===== src/rtl/alu_result_display.sv =====
// ALU result display stage: captures the ALU Result and flags on a button
// edge, shows the flags on LEDs and scans the captured value across a
// 4-digit active-low seven-segment display in hex or signed decimal.
module alu_result_display #(
    parameter int REFRESH_DIV = 100000
) (
    input  logic       clk,
    input  logic       reset,
    input  logic       capture,
    input  logic       hold,
    input  logic       signed_mode,
    input  logic [4:0] result,
    input  logic [3:0] flags,
    output logic       result_valid,
    output logic [3:0] led,
    output logic [3:0] an,
    output logic [6:0] seg,
    output logic       dp
);

    localparam int CNT_W = (REFRESH_DIV > 2) ? $clog2(REFRESH_DIV) : 1;
    localparam logic [CNT_W-1:0] CNT_LAST = CNT_W'(REFRESH_DIV - 1);

    // Internal symbol codes: 0..15 are hex digits, plus dash and blank
    localparam logic [4:0] SYM_DASH  = 5'd16;
    localparam logic [4:0] SYM_BLANK = 5'd17;

    localparam logic [6:0] SEG_BLANK = 7'b1111111;
    localparam logic [3:0] AN_OFF    = 4'b1111;

    logic             capture_prev;
    logic [4:0]       result_q;
    logic [CNT_W-1:0] refresh_cnt;
    logic [1:0]       digit_idx;

    logic             cap_fire;
    logic [4:0]       result_d;
    logic [3:0]       flags_d;
    logic             valid_d;
    logic [CNT_W-1:0] refresh_cnt_d;
    logic [1:0]       digit_idx_d;
    logic [3:0]       an_d;
    logic [6:0]       seg_d;

    // Symbol code to active-low {g,f,e,d,c,b,a} pattern
    function automatic logic [6:0] sym_to_seg(input logic [4:0] sym);
        logic [6:0] s;
        case (sym)
            5'd0:    s = 7'b1000000;
            5'd1:    s = 7'b1111001;
            5'd2:    s = 7'b0100100;
            5'd3:    s = 7'b0110000;
            5'd4:    s = 7'b0011001;
            5'd5:    s = 7'b0010010;
            5'd6:    s = 7'b0000010;
            5'd7:    s = 7'b1111000;
            5'd8:    s = 7'b0000000;
            5'd9:    s = 7'b0010000;
            5'd10:   s = 7'b0001000;
            5'd11:   s = 7'b0000011;
            5'd12:   s = 7'b1000110;
            5'd13:   s = 7'b0100001;
            5'd14:   s = 7'b0000110;
            5'd15:   s = 7'b0001110;
            5'd16:   s = 7'b0111111;
            default: s = SEG_BLANK;
        endcase
        return s;
    endfunction

    // Symbol shown on digit idx; signed view uses compare/subtract-10 decimal
    function automatic logic [4:0] digit_sym(input logic [1:0] idx,
                                             input logic [4:0] value,
                                             input logic       signed_view);
        logic signed [4:0] sval;
        logic [4:0]        mag;
        logic              tens;
        logic [3:0]        units;
        logic [4:0]        sym;
        sval  = value;
        // -16 negates to itself; read as unsigned that is the magnitude 16
        mag   = (sval < 0) ? 5'(-sval) : 5'(sval);
        tens  = (mag >= 5'd10);
        units = tens ? 4'(mag - 5'd10) : mag[3:0];
        sym   = SYM_BLANK;
        if (!signed_view) begin
            case (idx)
                2'd0:    sym = {1'b0, value[3:0]};
                2'd1:    sym = {4'b0000, value[4]};
                default: sym = SYM_BLANK;
            endcase
        end else begin
            case (idx)
                2'd0:    sym = {1'b0, units};
                2'd1:    sym = tens ? 5'd1 : SYM_BLANK;
                2'd2:    sym = SYM_BLANK;
                default: sym = value[4] ? SYM_DASH : SYM_BLANK;
            endcase
        end
        return sym;
    endfunction

    // Next-state logic; an/seg are computed from next-state values so the
    // display follows a capture one cycle later and stays aligned with digit_idx
    always_comb begin
        cap_fire      = capture && !capture_prev && !hold;
        result_d      = cap_fire ? result : result_q;
        flags_d       = cap_fire ? flags : led;
        valid_d       = result_valid || cap_fire;
        refresh_cnt_d = refresh_cnt + 1'b1;
        digit_idx_d   = digit_idx;
        if (refresh_cnt == CNT_LAST) begin
            refresh_cnt_d = '0;
            digit_idx_d   = digit_idx + 2'd1;
        end
        an_d  = AN_OFF;
        seg_d = SEG_BLANK;
        if (valid_d) begin
            an_d  = ~(4'b0001 << digit_idx_d);
            seg_d = sym_to_seg(digit_sym(digit_idx_d, result_d, signed_mode));
        end
    end

    // State registers; reset dominates every simultaneous event
    always_ff @(posedge clk) begin
        if (reset) begin
            capture_prev <= 1'b1;
            result_q     <= '0;
            led          <= '0;
            result_valid <= 1'b0;
            refresh_cnt  <= '0;
            digit_idx    <= '0;
            an           <= AN_OFF;
            seg          <= SEG_BLANK;
        end else begin
            capture_prev <= capture;
            result_q     <= result_d;
            led          <= flags_d;
            result_valid <= valid_d;
            refresh_cnt  <= refresh_cnt_d;
            digit_idx    <= digit_idx_d;
            an           <= an_d;
            seg          <= seg_d;
        end
    end

    assign dp = 1'b1;

endmodule


===== config.mk =====
export PLATFORM = sky130hd
export DESIGN_NAME = alu_result_display
export DESIGN_NICKNAME = d
export VERILOG_FILES = /design/src/rtl/alu_result_display.sv
export SDC_FILE = /design/constraint.sdc
export NUM_CORES = 1
export LEC_CHECK = 0
export CAP_MARGIN = 20
export CORE_MARGIN = 2
export CORE_UTILIZATION = 56
export DETAILED_ROUTE_END_ITERATION = 6
export MAX_ROUTING_LAYER = met4
export PLACE_DENSITY = 0.91
export SLEW_MARGIN = 20
export SYNTH_ARGS = -nofsm -noshare
export SYNTH_HDL_FRONTEND = slang
export SYNTH_SLANG_ARGS = --single-unit

===== constraint.sdc =====
create_clock -name clk -period 9.1 [get_ports clk]
set_clock_uncertainty 0.05 [all_clocks]
set_input_delay 0.91 -clock clk [delete_from_list [all_inputs] [get_ports clk]]
set_output_delay 0.91 -clock clk [all_outputs]
set_load 0.01 [all_outputs]

==> results.cfg <==
[synthesis]
ys_seq_area_share_pct = 35.73
syn-cell-area_um2 = 2297
syn_avg_cell_area_um2 = 8.802
synth_edf_count = 0
synthCells = 261
synthDistinctLibCells = 58
ys.flop_type = dfxtp_1
synth-async-reset-ratio_pct = 0
synth-seq-cells = 41
yosysWarnings = 0
synth_fp_nets = 286

[floorplan]
die_w_um = 68.05
io_pins = 31
rows = 23
initial_core_util_pct = 57.84
die_h_um = 68.05
core_area_um2 = 3971
fp.dieArea_um2 = 4631

[worst_setup_path]
worstSetupPathType = in2reg
crit_chain = clkdlybuf4s50_1 > or3b_1 > mux2i_1 > xor2_1 > ha_1 > inv_1 > a211oi_1 > nand3_1 > nand3_2 > inv_1 > ha_1 > inv_1 > mux4_1 > or2_1
cp.required_ps = 9240
crit_arrival_ps = 4970
cpMostUsedCell = inv_1
max_stage_delay_ps = 640
endpoint_kind = flop
startpoint_type = input port
slowest_stage = or3b_1
critPathMaxFanout = 15
r2r_cells = 15

[detailed_routing]
dr.pass1.iters = 4
vias = 1971
drt-initial-drc-count = 122
via_per_inst = 5.866
ant_nets = 0
wl_per_cell_um = 14.33
routed_wl_um = 4815
drcViolationCount = 0

[sta]
rsz0062_at_grt = no
finalSetupViolCount = 0
min_period_ps = 4837
period_share_pct = 53.15
timing.fmax_mhz = 206.7
final.setup.tns_ps = 0
whs_ps = 406.0
hold_viol_final = 0
slew_headroom_pct = 56.78
final_max_slew_viol_count = 0
worst_pin_slew_ps = 642.4

[grt]
grtUsageTotal_pct = 22.37
overflow = 0
grt_max_degree = 17
antenna_found_initial = 0
grt_pass1_vias = 1743
grt_pass1_wl_um = 7569

[cts]
cts_num_sinks = 41
cts_made_buffers = 5
cts-resized-gates = 0
clk_path_buf_depth = 2
postCtsSetupBuffers = 0
cts_hold_buf = 0
ctsRootBufferMaster = clkbuf_8
cts.clk_slew.worst_paths_ps = 80
htreeDepth = 2
cts_tree = yes
insertion_delay_ps = 290

[min_path]
min_path_type = reg2reg
hold_path_depth = 1

[status]
outcome = finished, final reports clean

[placed_design]
io_buffers = 29
dpl_cell_area_um2 = 2567
hpwl_um = 3387
dp_cells = 328
place_congestion = 0.9754

[pwr]
power_density_nw_per_um2 = 141.3
p_leak_nw = 1.074
vdd_drop_max_mv = 0.09917

[layout]
area.growth.synth_to_final_pct = 16.83
design_area_um2 = 2684
final_nets = 310
diodes = 0
drive_above_1_share_pct = 7.343
final_cells = 336

[job]
maxCapViolCount = 0
==> cells in the final DEF, fill, tap and decap left out, drive strengths merged, types with 2 or more instances in the layout <==
cell type | Yosys | layout
dfxtp | 41 | 41
nand4 | 3 | 3
nor4 | 2 | 2
o211ai | 4 | 4
or4b | 2 | 2
nor2 | 33 | 33
nor3 | 10 | 10
a21oi | 8 | 8
nor3b | 3 | 3
clkbuf | 4 | 7
xor2 | 15 | 15
nand3 | 13 | 13
mux2i | 11 | 11
o21a | 2 | 2
nand3b | 3 | 3
or2 | 4 | 4
nand2 | 26 | 26
o21ai | 6 | 6
inv | 11 | 11
xnor2 | 5 | 5
a211oi | 2 | 2
and3 | 4 | 4
clkdlybuf4s50 | 0 | 29
or3b | 3 | 3
a31oi | 2 | 2
nand4b | 2 | 2
ha | 11 | 11
o311a | 2 | 2
==> final cells by class <==
cell class	count	area, um^2
timing repair buffer	29	290.3
tap	50	62.56
inverter	11	41.29
fill	305	1287
multi-input combinational	197	1353
clock buffer	7	86.33
clock inverter	1	30.03
sequential	41	820.8
==> registers in the layout, summed over array words and instances, names as in the netlist <==
signal / cells
refresh_cnt: 17
seg: 7
result_q: 5
an: 4
led: 4
digit_idx: 2
capture_prev: 1
result_valid: 1
==> routing by layer <==
layer / global-route usage [%] / wire (um)
met5: - / 0
met4: 10.75 / 100
met3: 5.592 / 287
met2: 36.17 / 2331
met1: 25.95 / 2096
==> synthesized netlist by cell type (3+ instances only) <==
library cell / number / area (um^2)
a21oi_1: 8 / 40.04
and3_1: 4 / 25.02
buf_2: 3 / 15.01
buf_6: 4 / 45.04
clkbuf_1: 4 / 15.01
dfxtp_1: 41 / 820.8
ha_1: 11 / 137.6
inv_1: 11 / 41.29
mux2i_1: 11 / 110.1
nand2_1: 26 / 97.59
nand3_1: 12 / 60.06
nand3b_1: 3 / 22.52
nand4_1: 3 / 18.77
nor2_1: 33 / 123.9
nor3_1: 10 / 50.05
o211ai_1: 4 / 30.03
o21ai_0: 6 / 30.03
or2_2: 3 / 18.77
xnor2_1: 5 / 43.79
xor2_1: 15 / 131.4
==> final timing paths <==
path	from	end	slack [ps]
min	refresh_cnt[0]	refresh_cnt[0]	410
max reg2reg	refresh_cnt[15]	seg[3]	4610
max	capture	seg[3]	4260
min reg2reg	refresh_cnt[0]	refresh_cnt[0]	410
==> critical path: cells and delay by family <==
kind | cells | cell delay [ps]
compound gates | 1 | 430
buf+inv | 4 | 710
simple gates | 4 | 1170
fa+ha+maj | 2 | 580
xor+xnor | 1 | 220
mux | 2 | 960
==> power by group <==
part	switching, W	internal, W	total [W]
Sequential	0.00000257	0.000183	0.000185
Combinational	0.0000238	0.0000208	0.0000446
Clock	0.0000599	0.0000894	0.000149
==> per-stage QoR <==
stage	worst slack (ps)	util (%)	power, W
detailed placement	4076	64.65	0.0002332
global placement	4248	64.65	0.0002320
floorplan	5103	-	0.0002190
global route	4057	67.58	0.0003917
CTS	4316	67.58	0.0003811
finish	4263	67.58	0.0003793
==> kinds of logic (layout without fill, tap and decap cells) <==
family	Yosys count	after routing	synth area share, %
and+or+nand+nor	113	113	25.49
DFF	41	41	35.73
AOI/OAI and AO/OA	39	39	13.18
buffers and inverters	23	48	5.392
xor gates and xnor gates	20	20	7.625
muxes	13	13	6.427
adders and majority gates	11	11	5.991
other	1	1	0.1632
Power figures use the tool's default switching activity.
